==> config.mk <==
export PLATFORM = sky130hd
export DESIGN_NAME = mul_seq
export DESIGN_NICKNAME = d
export VERILOG_FILES = /design/src/rtl/mul_seq_pkg.sv /design/src/rtl/mul_add_step.sv /design/src/rtl/mul_seq.sv
export SDC_FILE = /design/constraint.sdc
export NUM_CORES = 1
export LEC_CHECK = 0
export CAP_MARGIN = 20
export CORE_ASPECT_RATIO = 0.7
export CORE_MARGIN = 3
export CORE_UTILIZATION = 58
export DETAILED_ROUTE_END_ITERATION = 6
export PLACE_DENSITY = 0.82
export SETUP_SLACK_MARGIN = 0.5
export SLEW_MARGIN = 10
export SYNTH_ARGS = -nofsm -noshare
export SYNTH_HDL_FRONTEND = slang
export SYNTH_SLANG_ARGS = --single-unit
==> constraint.sdc <==
create_clock -name clk -period 3.2 [get_ports clk]
set_input_delay 0.32 -clock clk [delete_from_list [all_inputs] [get_ports clk]]
set_output_delay 0.32 -clock clk [all_outputs]
set_load 0.02 [all_outputs]
==> src/rtl/mul_seq_pkg.sv <==
// Shared definitions for the sequential shift-add multiplier:
// bus widths, FSM state encodings and small helpers.
package mul_seq_pkg;

  // Native datapath width of the EX stage and its double-width product bus.
  localparam int DATA_BUS_WIDTH        = 32;
  localparam int DOUBLE_DATA_BUS_WIDTH = 2 * DATA_BUS_WIDTH;

  // Multiplier control states; encodings are shared with the EX-stage decode.
  typedef enum logic [1:0] {
    ST_IDLE = 2'b00,
    ST_CALC = 2'b01,
    ST_FIX  = 2'b10
  } mul_state_e;

  // The unit is busy whenever an operation is in flight.
  function automatic logic state_is_busy(input mul_state_e st);
    return (st == ST_CALC) || (st == ST_FIX);
  endfunction

endpackage : mul_seq_pkg

==> src/rtl/mul_add_step.sv <==
// One radix-2 shift-add step: conditionally add the multiplicand into the
// upper half of the accumulator, then shift {carry, accumulator} right by one.
// Kept combinational and standalone so two copies can be chained per cycle.
module mul_add_step #(
  parameter int DATA_WIDTH = 32
) (
  input  logic [2*DATA_WIDTH-1:0] acc,
  input  logic [DATA_WIDTH-1:0]   mcand,
  input  logic                    lsb,
  output logic [2*DATA_WIDTH-1:0] acc_next
);

  logic [DATA_WIDTH:0]   sum;
  logic [DATA_WIDTH-1:0] addend;

  // Partial product is either the multiplicand or zero; the extra bit keeps the carry.
  always_comb begin
    addend   = lsb ? mcand : '0;
    sum      = {1'b0, acc[2*DATA_WIDTH-1:DATA_WIDTH]} + {1'b0, addend};
    acc_next = {sum, acc[DATA_WIDTH-1:1]};
  end

endmodule : mul_add_step

==> src/rtl/mul_seq.sv <==
// Multi-cycle radix-2 shift-add multiplier for the EX stage.
// Operands are reduced to magnitudes at start, multiplied unsigned over
// DATA_WIDTH cycles, and the sign is reapplied in the FIX state.
//
//   state | meaning
//   ------+-----------------------------------------------------------
//   IDLE  | waiting for start; result holds the last product
//   CALC  | one multiplier bit per cycle, LSB first, DATA_WIDTH cycles
//   FIX   | apply result sign, register product, pulse result_valid
module mul_seq
  import mul_seq_pkg::*;
#(
  parameter int DATA_WIDTH = DATA_BUS_WIDTH
) (
  input  logic                    clk,
  input  logic                    rst_n,
  input  logic                    start,
  input  logic                    signed_mul,
  input  logic [DATA_WIDTH-1:0]   op1,
  input  logic [DATA_WIDTH-1:0]   op2,
  input  logic                    flush,
  output logic                    busy,
  output logic                    result_valid,
  output logic [2*DATA_WIDTH-1:0] result
);

  localparam int PW = 2 * DATA_WIDTH;
  localparam int CW = (DATA_WIDTH > 1) ? $clog2(DATA_WIDTH) : 1;
  localparam logic [CW-1:0] LAST_COUNT = CW'(DATA_WIDTH - 1);

  mul_state_e state_q, state_d;

  logic [PW-1:0]         acc_q;
  logic [PW-1:0]         acc_next;
  logic [DATA_WIDTH-1:0] mcand_q;
  logic [DATA_WIDTH-1:0] mplier_q;
  logic                  neg_q;
  logic [CW-1:0]         count_q;
  logic [PW-1:0]         result_q;
  logic                  valid_q;

  logic                  load;
  logic                  step;
  logic                  finish;

  logic [DATA_WIDTH-1:0] op1_mag;
  logic [DATA_WIDTH-1:0] op2_mag;
  logic                  neg_start;
  logic [PW-1:0]         acc_signed;

  // Magnitudes of the operands; the most negative value maps onto itself as unsigned.
  always_comb begin
    op1_mag   = (signed_mul && op1[DATA_WIDTH-1]) ? (~op1 + DATA_WIDTH'(1)) : op1;
    op2_mag   = (signed_mul && op2[DATA_WIDTH-1]) ? (~op2 + DATA_WIDTH'(1)) : op2;
    neg_start = signed_mul && (op1[DATA_WIDTH-1] ^ op2[DATA_WIDTH-1]);
  end

  // Reapply the sign to the unsigned product.
  always_comb begin
    acc_signed = neg_q ? (~acc_q + PW'(1)) : acc_q;
  end

  mul_add_step #(
    .DATA_WIDTH (DATA_WIDTH)
  ) u_add_step (
    .acc      (acc_q),
    .mcand    (mcand_q),
    .lsb      (mplier_q[0]),
    .acc_next (acc_next)
  );

  // State register.
  always_ff @(posedge clk or negedge rst_n) begin
    if (!rst_n) begin
      state_q <= ST_IDLE;
    end else begin
      state_q <= state_d;
    end
  end

  // Next-state and datapath control; flush always returns to IDLE without a result.
  always_comb begin
    state_d = state_q;
    load    = 1'b0;
    step    = 1'b0;
    finish  = 1'b0;
    case (state_q)
      ST_IDLE: begin
        if (start && !flush) begin
          state_d = ST_CALC;
          load    = 1'b1;
        end
      end
      ST_CALC: begin
        if (flush) begin
          state_d = ST_IDLE;
        end else begin
          step = 1'b1;
          if (count_q == LAST_COUNT) begin
            state_d = ST_FIX;
          end
        end
      end
      ST_FIX: begin
        state_d = ST_IDLE;
        finish  = !flush;
      end
      default: begin
        state_d = ST_IDLE;
      end
    endcase
  end

  // Operand capture and iteration registers.
  always_ff @(posedge clk or negedge rst_n) begin
    if (!rst_n) begin
      acc_q    <= '0;
      mcand_q  <= '0;
      mplier_q <= '0;
      neg_q    <= 1'b0;
      count_q  <= '0;
    end else if (load) begin
      acc_q    <= '0;
      mcand_q  <= op1_mag;
      mplier_q <= op2_mag;
      neg_q    <= neg_start;
      count_q  <= '0;
    end else if (step) begin
      acc_q    <= acc_next;
      mplier_q <= mplier_q >> 1;
      count_q  <= count_q + CW'(1);
    end
  end

  // Product register and completion pulse; the product holds until the next FIX.
  always_ff @(posedge clk or negedge rst_n) begin
    if (!rst_n) begin
      result_q <= '0;
      valid_q  <= 1'b0;
    end else begin
      valid_q <= finish;
      if (finish) begin
        result_q <= acc_signed;
      end
    end
  end

  assign busy         = state_is_busy(state_q);
  assign result_valid = valid_q;
  assign result       = result_q;

endmodule : mul_seq

==> metrics.md, run 1 <==
| Metric | Value |
|---|---|
| WP data arrival | 3.22 ns |
| Die area | 23300 um^2 |
| Syn. warnings | 0 |
| LEAKAGE | 6.76 nW |
| Relative slew margins | 61.7% |
| Status | finished clean |
| Reg2Reg Setup Slack | 0.38 ns |
| Crit path max fanout | 6 |
| Setup TNS | 0 ns |
| Total grt overflow | 0 |
| Power, Total | 12.4 mW |
| Worst reg2reg endpoint | acc_q[60]$_DFFE_PN0P_ |
| Clk_skew | 0.0141 ns |
| Crit path required time | ~3.6 ns |
| CTS tree | done |
| Crit Path Category | reg -> reg |
| Critical R2R Launch | mplier_q[0]$_DFFE_PN0P_ |
| Die width | 181 um |
| EDFF count, synth | 0 |
| Footprint of the multi-input gates | 7640 um^2 |
| Finished Core Util | 75.8% |
| Detail Placement HPWL | 23800 um |
| DR vias/cell | 6.10 |
| #FFs+latches synth | 201 |
| HP Class | in -> async |
| Area delta synth->final | 27.4% |
| Max stage delay cell, worst path | dfrtp_2 |
| Detail Route Antenna Nets | 0 |
| Vias in the first global route | around 11k |
| Post-synth cell types | 64 |
| CTS Buf Count | 21 |
| Reg2reg path depth | 9 |
| Setup crit start kind | register |
| Synth Area per Inst | a little over 8 um^2 |
| Drt pass-1 iters | 6 |
| Clock Pin Slew Worst Setup and Hold Paths | approximately 0.060 ns |
| Die Span Y | ~130 um |
| Tcrit/Tclk final | 88.0% |
| Via count | 11.8k |
| Gpl congestion | approximately 0.96 |
| Final Hold Viols | 0 |
| Post-synthesis cell count | 1502 |
| DRT iter0 DRCs | roughly 1.2k |
| Initial antenna violation count | 0 |
| H-tree Lvls | 1 |
| Ports | 135 |
| Most common cell after layout, fill and taps aside | nand2_1 |
| Fill count | 1530 |
| Final wirelength | 35100 um |
| Clock Tree Buf Depth | 3 |
| Root buffer cell | clkbuf_16 |
| Clock latency on the worst-skew pair | a little over 0.5 ns |
| Commonest cells after routing, fill and taps aside | nand2_1 (327), dfrtp_1 (190), clkdlybuf4s50_1 (133), o21ai_0 (132), a21oi_1 (104) |
| Wire per inst | 18.1 um |
| CP max stage delay | ~0.47 ns |
| Top_reg_cell synth | dfrtp_1 |
| Worst path cell trace | and2_1 -> ha_1 -> a21o_1 -> a211oi_4 -> o31ai_4 -> a311o_1 -> a41oi_2 -> o211ai_1 -> o41ai_2 |
| Seq. cell area | 5040 um^2 |
| Synthesized cell area | 12400 um^2 |
| RSZ-0062 raised after global routing | yes |
| First-pass GRT wire length | 54400 um |
| Pin count of the biggest net entering global routing | 102 |
| Post-synth ARST share | 100% |
| Non-Filler Instances | 1941 |
| I/O Buffers | roughly 130 |
| CP endpoint kind | register |
| Share of layout cells above drive strength 1 | 14.4% |
| Sequential share of the synthesized area | roughly two fifths |
| F_max | 355 MHz |
| Dpl cells | around 1.9k |
| Nets@finish | 1761 |
| DRC viols | 0 |
| CTS Sinks | about 200 |
| Number of max-cap violations | 0 |
| Final worst path period need | 2.82 ns |
| Core Footprint | 20900 um^2 |
| Starting Density | around three fifths |
| Global-route usage over all layers | about 28% |
| Placement Rows | 44 |
| Setup violators final | 0 |
| Cell Pwr Density | 781 nW/um^2 |
| Max VDD drop | ~460 uV |
| Final Slew Violations | 0 |
| Worst slew pin tran | 0.574 ns |
| Syn nets | 1612 |
| Inserted Diodes | 0 |
flip-flops by register name, indices dropped and copies added, names as in the netlist:
register      flops
result_valid      1
neg_q             1
state_q           2
count_q           5
acc_q            64
mcand_q          32
result           64
mplier_q         32
kinds of logic (layout without fill, tap and decap cells):
group,after synthesis,in the layout,share of synthesized area (%)
flip-flops,201,201,40.4
adder cells (fa/ha/maj),41,41,4.18
XOR/XNOR,143,143,10.1
AND/OR/NAND/NOR,601,601,22.4
buffers and inverters,108,271,3.48
AO/OA/AOI/OAI,404,404,19.1
multiplexers,4,4,0.342
metrics by stage:
| stage | worst slack, ns | area, um^2 | hold WS [ns] |
|---|---|---|---|
| after floorplan | 0.523 | 12500 | 0.0244 |
| after global placement | 0.278 | 14200 | 0.342 |
| after detailed placement | 0.214 | 14200 | 0.337 |
| after CTS | 0.443 | 15300 | 0.377 |
| after global routing | 0.322 | 15900 | 0.426 |
| final | 0.383 | 15900 | 0.365 |
where the power goes:
part	switching (mW)	internal [mW]
registers	0.675	3.14
clock network	1.05	1.61
logic	3.39	2.52
total	5.12	7.26
final cells by class:
class,count,area share [%]
multi-input cells,1193,48.2
flip-flops and latches,201,31.8
repair buffers,207,12.4
clock buffers,28,3.92
well taps,276,2.18
clock inverters,9,0.797
inverters,27,0.639
critical path: cells and delay by family (launching register included):
family	cells	cell delay, ns
AO/OA/AOI/OAI	7	1.71
adder cells (fa/ha/maj)	1	0.36
flip-flops	1	0.47
AND/OR/NAND/NOR	1	0.17
timing repair:
action | 4_1_cts | 5_1_grt
setup endpoints to repair | 38 | 43
hold buffers | 1 | 0
buffers inserted | 16 | 17
hold endpoints to repair | 63 | 0
gates resized for setup | 48 | 102
pin swaps | 14 | 30
gates cloned | 0 | 0
cell usage after synthesis (12+ instances only):
cell type,number,share of area [%]
nor3_1,25,1.0
a21o_1,12,0.72
a31oi_1,26,1.3
or3_1,17,0.85
dfrtp_1,201,40
and3_1,16,0.80
o41ai_1,17,1.2
ha_1,40,4.0
inv_1,26,0.78
clkbuf_1,61,1.8
nand3_1,23,0.93
and2_1,35,1.8
nand2_1,330,10
o31ai_1,28,1.7
xnor2_1,55,3.9
o21ai_0,147,5.9
xor2_1,88,6.2
buf_1,13,0.39
nand4_1,17,0.85
nor2_1,73,2.2
a21oi_1,114,4.6
or4_1,14,0.84
o21ai_1,14,0.56
metal layers:
layer / routed length (um) / vias up / global-route usage [%] / part of all wire (%)
met5: 0 / - / 0 / 0
met4: 638 / 0 / 5.01 / 1.8
met3: 2880 / 59 / 4.94 / 8.2
met2: 15300 / 586 / 43.5 / 44
met1: 16300 / 5634 / 42.0 / 46
li1: - / 5567 / - / -
worst max-delay path by stage:
| stage | startpoint | endpoint | slack [ns] | depth (start not counted) |
|---|---|---|---|---|
| after floorplan | acc_q[42]$_DFFE_PN0P_ | result[54]$_DFFE_PN0P_ | 0.52 | 7 |
| after global placement | op1[16] | mcand_q[27]$_DFFE_PN0P_ | 0.28 | 8 |
| after detailed placement | op1[16] | mcand_q[27]$_DFFE_PN0P_ | 0.21 | 8 |
| after CTS | acc_q[42]$_DFFE_PN0P_ | result[63]$_DFFE_PN0P_ | 0.44 | 7 |
| after global routing | mplier_q[0]$_DFFE_PN0P_ | acc_q[62]$_DFFE_PN0P_ | 0.32 | 9 |
| final | mplier_q[0]$_DFFE_PN0P_ | acc_q[60]$_DFFE_PN0P_ | 0.38 | 9 |
(Power assumes the default switching activity.)
==> run 2, diff against run 1 <==
MAX_ROUTING_LAYER = met4   (was not set)
PLACE_DENSITY = 0.93   (was 0.82)
RECOVER_POWER = 25   (was not set)
==> metrics.md, run 2 (same netlist as run 1, synthesis figures left out) <==
| Metric | Value |
|---|---|
| Global-route usage over all layers | 31.4% (+3.5 points) |
| Worst slew pin tran | 1.63 ns (+1.06 ns) |
| Crit path max fanout | 7 (+1) |
| Commonest cells after routing, fill and taps aside | nand2_1 (323), dfrtp_1 (191), clkdlybuf4s50_1 (133), o21ai_0 (128), a21oi_1 (101) |
| LEAKAGE | 6.86 nW (+1.4%) |
| CTS Buf Count | 21 (unchanged) |
| Setup violators final | 0 (unchanged) |
| Share of layout cells above drive strength 1 | 17.6% (+3.2 points) |
| RSZ-0062 raised after global routing | yes |
| CTS Sinks | 201 (unchanged) |
| Crit path required time | 3.59 ns (about the same) |
| WP data arrival | 3.28 ns (+0.06 ns) |
| Final Slew Violations | 60 (+60) |
| Pin count of the biggest net entering global routing | 93 (-8.8%) |
| Detail Placement HPWL | 24300 um (+2.4%) |
| Core Footprint | 20900 um^2 (unchanged) |
| Max VDD drop | 445 uV (-2.9%) |
| Via count | 12.6k (+6.5%) |
| Reg2reg path depth | 7 (-2) |
| DRT iter0 DRCs | 1809 (+50%) |
| Fill count | 1326 (-13%) |
| Cell Pwr Density | 800 nW/um^2 (+2.4%) |
| Clock Pin Slew Worst Setup and Hold Paths | 0.07 ns (about the same) |
| Nets@finish | 1781 (+1.1%) |
| Crit Path Category | reg -> reg |
| First-pass GRT wire length | 59000 um (+8.3%) |
| Most common cell after layout, fill and taps aside | nand2_1 |
| Final Hold Viols | 0 (unchanged) |
| WHS | 0.465 ns (+0.0999 ns) |
| H-tree Lvls | 1 (unchanged) |
| Tcrit/Tclk final | 90.4% (+2.3 points) |
| Final wirelength | 39800 um (+13%) |
| Area delta synth->final | 30.8% |
| Setup TNS | 0 ns (unchanged) |
| DRC viols | 1 (+1) |
| Worst hold path depth | 3 |
| Drt pass-1 iters | 7 (+1) |
| Gpl congestion | 1.02 (+6.2%) |
| Failing checks | DRC, capacitance limit, slew limit |
| Detail Route Antenna Nets | 0 (unchanged) |
| Initial antenna violation count | 0 (unchanged) |
| Ports | 135 (unchanged) |
| I/O Buffers | 134 (unchanged) |
| Total grt overflow | 0 (unchanged) |
| DR vias/cell | 6.43 (+5.4%) |
| Setup crit start kind | register |
| HP Class | in -> reg |
| CP endpoint kind | register |
| Inserted Diodes | 0 (unchanged) |
| Starting Density | 59.5% (unchanged) |
| Die width | 181 um (unchanged) |
| Clock latency on the worst-skew pair | 0.52 ns (about the same) |
| F_max | 346 MHz (-2.6%) |
| Clk_skew | 0.0157 ns (+0.00163 ns) |
| Number of max-cap violations | 1 (+1) |
| Die Span Y | 129 um (unchanged) |
| CTS tree | done |
| Final worst path period need | 2.89 ns (+0.0742 ns) |
| Relative slew margins | -8.92% (-71 points) |
| Clock Tree Buf Depth | 3 (unchanged) |
| Root buffer cell | clkbuf_16 |
| Placement Rows | 44 (unchanged) |
| Status | complete, but fails checks |
| Wire per inst | 20.3 um (+12%) |
| Die area | 23300 um^2 (unchanged) |
| Vias in the first global route | 11.6k (+7.6%) |
run 2: cell types whose count changed in the layout (fill, tap and decap cells not counted), moves of 4 or more:
cell	previous run	this run
and2_4	2	15
o21ai_2	5	11
o21ai_0	132	128
ha_4	8	24
ha_1	22	13
and2_1	33	19
nand2_1	327	323
buf_4	64	77
ha_2	10	3
run 2: worst max-delay path, stage by stage (launching register included):
cell,delay [ns]
dfrtp_2,0.41
or3_1,0.37
or4_4,0.55
or2_4,0.30
or4_4,0.57
o31ai_4,0.21
xor2_1,0.25
o21ai_1,0.11
run 2: worst paths after layout:
path | slack [ns] | to | start
setup / recovery | 0.31 | result[60]$_DFFE_PN0P_ | acc_q[22]$_DFFE_PN0P_
hold / removal | 0.46 | mcand_q[31]$_DFFE_PN0P_ | op1[31]
setup reg to reg | 0.31 | result[60]$_DFFE_PN0P_ | acc_q[22]$_DFFE_PN0P_
hold reg to reg | 0.48 | result[38]$_DFFE_PN0P_ | result[38]$_DFFE_PN0P_
max in group asynchronous | 0.61 | neg_q$_DFFE_PN0P_ | rst_n
min in group asynchronous | 0.76 | acc_q[21]$_DFFE_PN0P_ | rst_n
run 2: repair_timing:
item | in CTS | in global routing
endpoints found under the setup margin | 40 | 48
buffers inserted | 29 | 24
gates resized for setup | 87 | 126
pin swaps | 18 | 60
endpoints found under the hold margin | 57 | 0
hold buffers | 1 | 0
cloned | 0 | 1
run 2: metal layers:
metal  vias up  wire length [um]  GRT usage, %  share of wire [%]
li1       5589                 -             -                  -
met1      5984             16100          43.2                 40
met2       885             18000          47.6                 45
met3       155              4320          5.99                 11
met4         0              1440          10.1                3.6
met5         -                 0             -                  0
run 2: power breakdown:
part | switching (mW) | total (mW) | internal [mW]
Combinational | 3.74 | 6.59 | 2.85
Sequential | 0.701 | 3.84 | 3.14
Clock | 1.09 | 2.58 | 1.49
Total | 5.54 | 13.0 | 7.47
run 2: layout make-up:
type / instances / area (um^2) / area share, %
Clock buffer: 27 / 598 / 3.68
Clock inverter: 10 / 115 / 0.707
Inverter: 27 / 101 / 0.623
Multi-Input combinational cell: 1193 / 7940 / 48.8
Sequential cell: 201 / 5040 / 31.0
Tap cell: 276 / 345 / 2.12
Timing Repair Buffer: 227 / 2130 / 13.1
run 2: per-stage QoR:
step,instance area (um^2),total power [mW],util (%),instances,setup WS (ns)
finish,16300,13.0,77.8,1961,0.308
global route,16300,13.6,77.8,1961,0.203
CTS,15500,11.6,74.1,1935,0.426
detailed placement,14200,8.27,67.8,1868,0.151
global placement,14200,8.11,67.8,1868,0.298
floorplan,12500,6.83,-,1502,0.523
